--- src/rtl/axi4_sync_fifo.sv ---
// axi4_sync_fifo: single-clock first-word-fall-through FIFO for AXI4 channel buffering.
// Storage is a (DEPTH-1)-word RAM behind a head output register, giving DEPTH entries in total.
// Optional macro AXI4_SYNC_FIFO_ERR_EN adds a sticky overflow/underflow flag on err_o.
module axi4_sync_fifo #(
    parameter int unsigned WIDTH        = 32,
    parameter int unsigned DEPTH        = 16,
    parameter int unsigned ADDR_W       = 4,
    parameter int unsigned AFULL_THRESH = 12
) (
    input  logic              clk_i,
    input  logic              rst_i,
    input  logic              push_i,
    input  logic [WIDTH-1:0]  data_in_i,
    input  logic              pop_i,
    input  logic              flush_i,
    output logic [WIDTH-1:0]  data_out_o,
    output logic              valid_o,
    output logic              full_o,
    output logic              afull_o,
    output logic [ADDR_W:0]   level_o
`ifdef AXI4_SYNC_FIFO_ERR_EN
    ,
    output logic              err_o
`endif
);

    localparam int unsigned       RamDepth = DEPTH - 1;
    localparam logic [ADDR_W-1:0] LastIdx  = ADDR_W'(DEPTH - 2);
    localparam logic [ADDR_W:0]   FullLvl  = (ADDR_W + 1)'(DEPTH);
    localparam logic [ADDR_W:0]   AfullLvl = (ADDR_W + 1)'(AFULL_THRESH);
    localparam logic [ADDR_W:0]   TwoLvl   = (ADDR_W + 1)'(2);

    // Backing RAM for everything behind the head entry; not reset.
    logic [WIDTH-1:0]  mem_q [RamDepth];

    logic [ADDR_W-1:0] wr_ptr_q, wr_ptr_d;
    logic [ADDR_W-1:0] rd_ptr_q, rd_ptr_d;
    logic [ADDR_W:0]   level_q, level_d;
    logic              valid_q, valid_d;
    logic [WIDTH-1:0]  out_q, out_d;
`ifdef AXI4_SYNC_FIFO_ERR_EN
    logic              err_q, err_d;
`endif

    logic full;
    logic push_acc;
    logic pop_acc;
    logic ram_empty;
    logic ram_we;
    logic ram_re;

    // Status flags derive only from the registered level.
    always_comb begin
        full      = (level_q == FullLvl);
        // The head register holds one entry, so the RAM is empty while level <= 1.
        ram_empty = (level_q < TwoLvl);
        push_acc  = push_i & ~full;
        pop_acc   = pop_i & valid_q;
    end

    // Next-state logic: routes pushes to the head register or RAM and refills the head on pop.
    always_comb begin
        wr_ptr_d = wr_ptr_q;
        rd_ptr_d = rd_ptr_q;
        level_d  = level_q;
        valid_d  = valid_q;
        out_d    = out_q;
        ram_we   = 1'b0;
        ram_re   = 1'b0;
`ifdef AXI4_SYNC_FIFO_ERR_EN
        err_d    = err_q | (push_i & full) | (pop_i & ~valid_q);
`endif

        if (!valid_q) begin
            // Empty: a push lands directly in the head register, no RAM round trip.
            if (push_acc) begin
                out_d   = data_in_i;
                valid_d = 1'b1;
            end
        end else if (pop_acc) begin
            if (!ram_empty) begin
                // Refill the head from RAM; a concurrent push goes behind it into RAM.
                ram_re = 1'b1;
                out_d  = mem_q[rd_ptr_q];
                ram_we = push_acc;
            end else if (push_acc) begin
                out_d = data_in_i;
            end else begin
                valid_d = 1'b0;
            end
        end else begin
            ram_we = push_acc;
        end

        if (ram_we) begin
            wr_ptr_d = (wr_ptr_q == LastIdx) ? '0 : wr_ptr_q + ADDR_W'(1);
        end
        if (ram_re) begin
            rd_ptr_d = (rd_ptr_q == LastIdx) ? '0 : rd_ptr_q + ADDR_W'(1);
        end

        unique case ({push_acc, pop_acc})
            2'b10:   level_d = level_q + (ADDR_W + 1)'(1);
            2'b01:   level_d = level_q - (ADDR_W + 1)'(1);
            default: level_d = level_q;
        endcase

        // Flush wins over any push or pop in the same cycle.
        if (flush_i) begin
            wr_ptr_d = '0;
            rd_ptr_d = '0;
            level_d  = '0;
            valid_d  = 1'b0;
            out_d    = '0;
            ram_we   = 1'b0;
`ifdef AXI4_SYNC_FIFO_ERR_EN
            err_d    = 1'b0;
`endif
        end
    end

    // Control and head-register state with asynchronous reset.
    always_ff @(posedge clk_i or posedge rst_i) begin
        if (rst_i) begin
            wr_ptr_q <= '0;
            rd_ptr_q <= '0;
            level_q  <= '0;
            valid_q  <= 1'b0;
            out_q    <= '0;
`ifdef AXI4_SYNC_FIFO_ERR_EN
            err_q    <= 1'b0;
`endif
        end else begin
            wr_ptr_q <= wr_ptr_d;
            rd_ptr_q <= rd_ptr_d;
            level_q  <= level_d;
            valid_q  <= valid_d;
            out_q    <= out_d;
`ifdef AXI4_SYNC_FIFO_ERR_EN
            err_q    <= err_d;
`endif
        end
    end

    // RAM write port.
    always_ff @(posedge clk_i) begin
        if (ram_we) begin
            mem_q[wr_ptr_q] <= data_in_i;
        end
    end

    // Output mapping.
    always_comb begin
        data_out_o = out_q;
        valid_o    = valid_q;
        level_o    = level_q;
        full_o     = full;
        afull_o    = (level_q >= AfullLvl);
`ifdef AXI4_SYNC_FIFO_ERR_EN
        err_o      = err_q;
`endif
    end

endmodule

--- config.mk ---
export PLATFORM = sky130hd
export DESIGN_NAME = axi4_sync_fifo
export DESIGN_NICKNAME = d
export VERILOG_FILES = /design/src/rtl/axi4_sync_fifo.sv
export SDC_FILE = /design/constraint.sdc
export NUM_CORES = 1
export LEC_CHECK = 0
export CAP_MARGIN = 20
export CORE_UTILIZATION = 45
export DETAILED_ROUTE_END_ITERATION = 10
export PLACE_DENSITY = 0.66
export RECOVER_POWER = 100
export SYNTH_ARGS = -nofsm -noshare
export SYNTH_HDL_FRONTEND = slang
export SYNTH_SLANG_ARGS = --single-unit
export TNS_END_PERCENT = 20
--- constraint.sdc ---
create_clock -name clk_i -period 5.7 [get_ports clk_i]
set_clock_uncertainty 0.1 [all_clocks]
set_input_delay 1.425 -clock clk_i [delete_from_list [all_inputs] [get_ports clk_i]]
set_output_delay 1.425 -clock clk_i [all_outputs]
set_load 0.005 [all_outputs]
# [Word-level counts from Yosys, hierarchy flattened]
# Memory sizes are Yosys's and may differ from the RTL's.
# Index checks and enable logic that the tools add are counted.
[totals] reg_bits=46 ramBits=480 input_bits=37 n_memories=1
[mem_list] memory="mem_q" words=15 width=32 rd=1 rd_clocked_by_memory_dff=0 write_ports=1 line="34" text="logic [WIDTH-1:0] mem_q [RamDepth];"
[op_classes] n_addsub=4 magnitude_cmp=2 n_eq_ne=6 muxes=27 bitwise_logic=3 n_reduce_logical=3
[ops] cell="$mux 32" count=5
[ops] cell="$mux 4" count=6
[ops] cell="$mux 1" count=14
[ops] cell="$pmux 5 s2" count=1
[ops] cell="$add 4x1->4 const B" count=2
[ops] cell="$eq 4x4->1 const B" count=2
[ops] cell="$add 5x1->5 const B" count=1
[ops] cell="$eq 5x5->1 const B" count=1
[ops] cell="$ge 5x4->1 const B" count=1
[ops] cell="$lt 5x2->1 const B" count=1
[ops] cell="$mux 5" count=1
[ops] cell="$sub 5x1->5 const B" count=1
[ops] cell="$reduce_bool 2->1" count=2
[ops] cell="$ne 3x2->1 const B" count=1
[ops] cell="$reduce_bool 3->1" count=1
[ops] cell="$and 1x1->1" count=2
[ops] cell="$eq 2x1->1 const B" count=1
[ops] cell="$eq 2x2->1 const B" count=1
[ops] cell="$not 1->1" count=1

# [Depth between registers and ports, before layout]
# Gate-level depths: netlist of the first run.
[depth] depth_word=9 depth_mapped=9

# [Worst setup path before layout of the first run]
# No wires, ideal clock.
[synth_timing] path_type="input -> register" startpoint="input port push_i" endpoint="memory mem_q[2][0], enable pin" setup_ns=0.502 arrival_time_ns=5.282 required_ns=5.098 setup_slack_ns=-0.183 path_stages=5 path_buffers=1 path_cell_list="inv_1 a21oi_1 clkbuf_1 nand4b_1 nor4_1"
[synth_via] elab_chain_len=7
[synth_rtl] item="start, declared" line="12" text="input logic push_i,"
[synth_rtl] item="$and 1x1->1 (*)" line="57" text="push_acc = push_i & ~full;"
[synth_rtl] item="$mux 1" line="81" text="if (!ram_empty) begin"
[synth_rtl] item="$mux 1 (*)" line="80" text="end else if (pop_acc) begin"
[synth_rtl] item="$mux 1 (*)" line="74" text="if (!valid_q) begin"
[synth_rtl] item="$mux 1 (*)" line="109" text="if (flush_i) begin"
[synth_rtl] item="$mux 1 (*)" line="147" text="if (ram_we) begin"
[synth_rtl] item="$mux 1 (implied by the code) (*)" line="148" text="mem_q[wr_ptr_q] <= data_in_i;"
[synth_rtl] item="end, declared" line="34"
# Mark *: on every way between the ends. The rest lies on a longest branch, timed or not.

# [Worst setup path after layout of the first run]
[layout_timing] startpoint="input port pop_i" endpoint="register out_q[14], in the netlist data_out_o[14]"
[layout_via] elab_chain_len=2
[layout_rtl] item="start, declared" line="14" text="input logic pop_i,"
[layout_rtl] item="$and 1x1->1" line="58" text="pop_acc = pop_i & valid_q;"
[layout_rtl] item="$ne 3x2->1 (no line)"
[layout_rtl] item="end signal, assigned" line="138" text="out_q <= out_d;"
[layout_rtl] item="end, declared" line="40" text="logic [WIDTH-1:0] out_q, out_d;"
# Every way passes these cells.
# A chain may end at the register's enable or synchronous reset.

==> flow_summary.ini, run 1 <==
[yosys]
syn_avg_cell_area_um2 = 17.5
syn-instance-count = 1215
async_reset_ff_share_pct = 8.75
yosysWarnings = 0
synth_edf_count = 480
synth.largest_area_cell = edfxtp_1
synth_top_area_share_pct = 67.7
synth.distinct_cells = 61
synth_area_leaders = edfxtp_1, dfrtp_1, mux4_2, mux2i_1, mux2_2
synth_top_flop_cell = edfxtp_1
ys_ff_latch = 526
syn_nets = 1256
ys_seq_area_share_pct = 73.1
synth_area_um2 = 21300

[cells_and_area]
nNetsFinal = 1345
area_growth_pct = 14.2
fill_cells = 3751
drive_above_1_share_pct = 16.1
multiInputGateArea_um2 = 5310
design_area_um2 = 24300
final-seq-area_um2 = 15600
utilization_pct = 52.1
diodes = 0

[drt]
wl_per_cell_um = 25.5
wirelength_um = 49800
ant_nets = 0
drt-pass1-iter-count = 9
drcViolationCount = 18
vias = 11800
drt_iter0_drc = 1258
viasPerCell = 6.04

[hold_path]
hold_path.class = flip-flop to flip-flop
hp-start = data_out_o[11]

[power]
p_total_mw = 8.17
seqPwrFrac_pct = 53.1
power_frac_clock_pct = 40.2
comb_power_share_pct = 6.8
p_sw_mw = 1.82
p_int_mw = 6.35
power_density_nw_per_um2 = 336
irDropWorstVdd_mv = 0.205
leakage_nw = 7.82
switching_share_pct = 22.3

[grt]
antenna_found_initial = 2
grt_max_degree = 56
use_met1_pct = 29.2
grtUsageTotal_pct = 21.1
busiest_layer = met2
first_global_vias = 11900
globalRouteOverflowTotal = 0
grt_pass1_wl_um = 74300
met2_usage_pct = 33.5
met3_usage_pct = 4.02

[floorplanning]
ios = 77
die_y_um = 220
fp.dieW_um = 220
rows = 79
dieArea_um2 = 48200
initial_core_util_pct = 45.7
core_um2 = 46700

[setup_path]
cp_max_fo = 22
worstPathArrival_ps = 5210
critPathCaptureType = flip-flop
r2r-start = valid_o
critical_path_class = primary input to flip-flop
startpoint_type = primary input
r2r_setup_slack_ps = 1660
cp.required_ps = 6060
cp-startpoint = pop_i

[job]
maxCapViolCount = 2

[clocking]
clkTransAtPathRegs_ps = 60
holdBufCountCts = 0
ctsHtreeMaxLevel = 2
clk_latency_ps = 600
cts_resized = 0
root_buffer = clkbuf_16
post_cts_buffers = 0
clock-sinks = 526
numCtsBuffers = 52
cts_tree = done
clock_path_buffers = 3

[placement]
hpwl_um = 28800
gp_congestion = 0.814
pre_cts_slack_ps = 1070
port_buffers = 76
placed_area_um2 = 22800

[sta]
setup_violations = 0
fin_crit_sh_pct = 85.1
maxSlewViolCount = 60
hold_violations = 0
fin_crit_ps = 4850
rsz0062_at_grt = false
relSlewSlack_pct = -29.3
tns_ps = 0
worst_pin_slew_ps = 1940
setup_slack_ps = 849
timing.fmax_mhz = 206

[outcome]
violations = design-rule violations, max-capacitance violations, max-slew violations
outcome = finished with violations
-- placed cells by master, fill, tap and decap left out, types with 20 or more instances in the layout --
master,netlist,final
nand4_1,22,22
nor2_1,50,44
clkbuf_1,37,31
buf_4,8,21
nor3_1,25,23
mux2_2,38,38
edfxtp_1,480,480
a21oi_1,30,30
a22oi_1,19,20
a31oi_1,20,20
dfrtp_1,46,43
nand2b_1,25,25
clkbuf_16,0,53
mux4_2,51,51
nand2_1,23,23
o21ai_0,22,22
dlygate4sd3_1,0,74
mux2i_1,84,84
-- registers in the layout, indices dropped and copies added (netlist names) --
| register | count |
|---|---|
| wr_ptr_q | 4 |
| data_out_o | 32 |
| mem_q | 480 |
| rd_ptr_q | 4 |
| level_o | 5 |
| valid_o | 1 |
-- metal layers --
| layer | vias to the layer above | share of wire [%] | wire, um |
|---|---|---|---|
| met5 | - | 0 | 0 |
| met4 | 0 | 2.7 | 1340 |
| met3 | 93 | 7.5 | 3750 |
| met2 | 513 | 47 | 23500 |
| met1 | 6057 | 43 | 21200 |
| li1 | 5123 | - | - |
-- worst paths after layout --
| check | endpoint | depth (start not counted) |
|---|---|---|
| hold reg to reg | data_out_o[11] | 1 |
| setup reg to reg | data_out_o[14] | 6 |
| hold / removal | data_out_o[11] | 1 |
| max in group asynchronous | rd_ptr_q[1] | 3 |
| min in group asynchronous | level_o[3] | 2 |
| setup / recovery | data_out_o[14] | 7 |
-- cell families (layout without fill, tap and decap cells) --
kind of cell | after synthesis | count (layout) | share of synthesized area, %
AND/OR/NAND/NOR | 172 | 172 | 4.16
adder cells (fa/ha/maj) | 4 | 4 | 0.235
flip-flops | 526 | 526 | 73.1
XOR/XNOR | 1 | 1 | 0.0411
buffers and inverters | 89 | 219 | 2.17
multiplexers | 175 | 175 | 11.5
AO/OA/AOI/OAI | 248 | 248 | 8.83
-- power groups by stage --
| stage | combinational (mW) | sequential [mW] | clock (mW) |
|---|---|---|---|
| 2_1_floorplan | 0.318 | 4.38 | 0 |
| 3_3_place_gp | 0.569 | 4.42 | 0 |
| 3_5_place_dp | 0.580 | 4.42 | 0 |
| 4_1_cts | 0.583 | 4.34 | 3.33 |
| 5_1_grt | 0.598 | 4.34 | 3.46 |
| 6_report | 0.553 | 4.34 | 3.28 |
-- stage by stage --
stage | hold WS (ps) | cells
2_1_floorplan | 410 | 1215
3_3_place_gp | 461 | 1854
3_5_place_dp | 463 | 1855
4_1_cts | 472 | 1950
5_1_grt | 500 | 1952
6_report | 478 | 1952
-- worst max-delay path, cell delays in order --
cell,delay (ps)
dlygate4sd3_1,720
nor2b_1,250
clkbuf_1,950
nor2_1,130
clkbuf_1,540
or2_1,790
o211a_1,390
-- cells in the mapped netlist (8+ instances only) --
cell and number:
mux2_2 38, o22ai_1 13, edfxtp_1 480, a21oi_1 30
nand4_1 22, o21ai_1 8, dfrtp_1 46, clkbuf_1 37
nand2_1 23, a22oi_1 19, nor2_1 50, o211a_1 19
a2111oi_1 10, o21ai_0 22, mux2i_1 84, nand2b_1 25
mux4_2 51, nor3_1 25, a2bb2oi_1 19, a221oi_1 13
a211oi_1 14, o211ai_1 19, a31oi_1 20, buf_2 30
a21o_1 17, buf_4 8
-- final cells by class --
type | count | area share, %
Clock buffer | 74 | 5.86
Clock inverter | 21 | 0.777
Inverter | 6 | 0.0926
Multi-Input combinational cell | 600 | 21.8
Sequential cell | 526 | 64.0
Tap cell | 607 | 3.12
Timing Repair Buffer | 118 | 4.29
(Power assumes the default switching activity.)
==> run 2: changes to the inputs <==
--- a/config.mk
+++ b/config.mk
@@ -6,8 +6,9 @@
 export NUM_CORES = 1
 export LEC_CHECK = 0
+export ABC_AREA = 1
 export CAP_MARGIN = 20
 export CORE_UTILIZATION = 45
 export DETAILED_ROUTE_END_ITERATION = 10
-export PLACE_DENSITY = 0.66
+export PLACE_DENSITY = 0.68
 export RECOVER_POWER = 100
 export SYNTH_ARGS = -nofsm -noshare
==> constraint.sdc (replaced) <==
create_clock -name clk_i -period 4.4 [get_ports clk_i]
set_clock_uncertainty 0.1 [all_clocks]
set_input_delay 1.1 -clock clk_i [delete_from_list [all_inputs] [get_ports clk_i]]
set_output_delay 1.1 -clock clk_i [all_outputs]
set_load 0.05 [all_outputs]
==> run 2 against run 1 <==
The run ends with max-capacitance violations, max-slew violations left. Sequential share of layout area decreased by 1.1 points. Clock power increased by 31%. Register-to-register slack got worse by 950 ps. Highest routed layer unchanged.
==> flow_summary.ini, run 2 <==
[yosys]
synth_top_area_share_pct = 66.6
synth_top_family_by_area = simple AND/OR/NAND/NOR gates
synth_most_common_cell = nand2_1
synth_adder_area_share_pct = 0.231
synth_compound_area_share_pct = 6.36
syn_nets = 1915
synth.largest_area_cell = edfxtp_1
synth.mux.area_fraction_pct = 0
syn_avg_cell_area_um2 = 11.6
synthSimpleGateAreaFrac_pct = 17.7
ys_seq_area_share_pct = 71.9
ys_ff_latch = 526
synth_xor_area_share_pct = 0.0404
synth_area_um2 = 21700
synth.distinct_cells = 32
ys_top_cells_by_count = nand2_1, edfxtp_1, nand3_1
yosysWarnings = 0
syn-instance-count = 1874
synth_edf_count = 480
async_reset_ff_share_pct = 8.75
synth_area_leaders = edfxtp_1, nand2_1, nand3_1, dfrtp_1, o21ai_1
synth_top_flop_cell = edfxtp_1

[drt]
drcViolationCount = 0
ant_nets = 0
wl_per_cell_um = 20.9
drt_iter0_drc = 1571
vias = 14400
drt-pass1-iter-count = 6
wirelength_um = 53900
viasPerCell = 5.59

[setup_path]
r2r_setup_slack_ps = 710
startpoint_type = primary input
critPathCaptureType = flip-flop
r2r_cells = 11
critical_path_class = primary input to flip-flop
cp.required_ps = 4530
cp_max_fo = 18
r2r-start = level_o[2]
rr_endpoint = mem_q[8][15]
worstPathArrival_ps = 3920

[power]
p_int_mw = 8.59
p_sw_mw = 3.52
irDropWorstVdd_mv = 0.287
leakage_nw = 8.63
power_frac_clock_pct = 35.5
power_density_nw_per_um2 = 489
comb_power_share_pct = 17.5
switching_share_pct = 29.1
seqPwrFrac_pct = 47.0

[cells_and_area]
drive_above_1_share_pct = 7.37
largest_reg_flops = 480
area_growth_pct = 14.3
nNetsFinal = 1965
fill_cells = 3992
diodes = 0
layout_common_cells = nand2_1, edfxtp_1, nand3_1
regMostFlops = mem_q
layout_commonest_cell = nand2_1

[grt]
grt_max_degree = 226
first_global_vias = 13900
globalRouteOverflowTotal = 0
grt_pass1_wl_um = 82600
grtUsageTotal_pct = 22.1
antenna_found_initial = 0

[sta]
fin_crit_sh_pct = 86.2
relSlewSlack_pct = -8.38
hold_violations = 0
maxSlewViolCount = 71
fin_crit_ps = 3790
setup_violations = 0
timing.hold.ws_ps = 439
tns_ps = 0
worst_pin_slew_ps = 1630
rsz0062_at_grt = false
timing.fmax_mhz = 264

[placement]
hpwl_um = 31500
gp_congestion = 0.866
port_buffers = 76

[floorplanning]
dieArea_um2 = 49000
ios = 77
fp.dieW_um = 221
rows = 80
core_um2 = 47600
initial_core_util_pct = 45.4
die_y_um = 221

[clocking]
ctsHtreeMaxLevel = 2
cts_resized = 0
clk_latency_ps = 610
root_buffer = clkbuf_16
holdBufCountCts = 0
clock-sinks = 526
clkTransAtPathRegs_ps = 60
clock_path_buffers = 3
numCtsBuffers = 52
cts_tree = done
post_cts_buffers = 0

[hold_path]
hp-start = data_out_o[21]
whs_endpoint = data_out_o[21]
hold_path.class = flip-flop to flip-flop
whs_path_depth = 2

[outcome]
violations = max-capacitance violations, max-slew violations
outcome = finished with violations

[job]
maxCapViolCount = 2
## run 2: cell types whose count changed after synthesis, moves of 20 or more
cell	change
inv_1	+47
o21ai_1	+112
a21oi_1	+70
mux4_2	-51
nand3_1	+262
o21ai_0	+24
nand2b_1	-25
nand2_1	+494
nand4_1	-20
mux2_2	-38
mux2i_1	-84
buf_2	+35
## run 2: critical path, cell delays in order
cell and delay [ps]:
clkdlybuf4s50_1 460, inv_1 310, nand3_1 340, inv_1 260
nand3_1 370, nor2_4 500, clkbuf_2 560
## run 2: kinds of logic (layout without fill, tap and decap cells)
family,after synthesis,count (layout)
AND/OR/NAND/NOR,892,892
flip-flops,526,526
AO/OA/AOI/OAI,273,273
buffers and inverters,178,272
adder cells (fa/ha/maj),4,4
XOR/XNOR,1,1
## run 2: final cells by class
class	instances	area, um^2	share of cell area, %
clock buffer	79	1490	6.03
clock inverter	19	166	0.672
inverter	63	244	0.986
multi-input combinational	1170	5330	21.6
sequential	526	15600	62.9
tap	615	769	3.11
timing repair buffer	111	1170	4.72
## run 2: per-layer routing
| layer | vias to the layer above | part of all wire (%) | GRT usage (%) |
|---|---|---|---|
| li1 | 6700 | - | - |
| met1 | 7032 | 43 | 31.5 |
| met2 | 622 | 47 | 34.8 |
| met3 | 77 | 8.9 | 4.28 |
| met4 | 0 | 1.7 | 5.91 |
| met5 | - | 0 | 0 |
## run 2: power groups by stage
stage / registers (mW) / logic, mW / clock network [mW]
2_1_floorplan: 6.08 / 1.18 / 0
3_3_place_gp: 5.80 / 2.13 / 0
3_5_place_dp: 5.80 / 2.17 / 0
5_1_grt: 5.71 / 2.31 / 4.54
4_1_cts: 5.70 / 2.18 / 4.36
6_report: 5.69 / 2.11 / 4.30
## run 2: per-stage QoR
stage | utilization (%) | worst slack (ps) | power, mW | cells | cell area [um^2]
after CTS | 52.2 | 941 | 12.2 | 2582 | 24900
final | 51.9 | 609 | 12.1 | 2583 | 24700
after global routing | 51.9 | 439 | 12.6 | 2583 | 24700
after floorplan | - | 849 | 7.26 | 1874 | 21700
after detailed placement | 48.7 | 673 | 7.97 | 2484 | 23200
after global placement | 48.7 | 757 | 7.93 | 2484 | 23200
## run 2: worst max-delay path by stage
stage / depth (start not counted) / slack (ps) / endpoint / startpoint
after detailed placement: 7 / 670 / mem_q[9][20] / flush_i
after global placement: 7 / 760 / mem_q[9][16] / flush_i
after global routing: 11 / 440 / mem_q[8][7] / level_o[2]
final: 7 / 610 / mem_q[8][15] / flush_i
after CTS: 4 / 940 / full_o / level_o[3]
after floorplan: 6 / 850 / mem_q[0][0] / flush_i
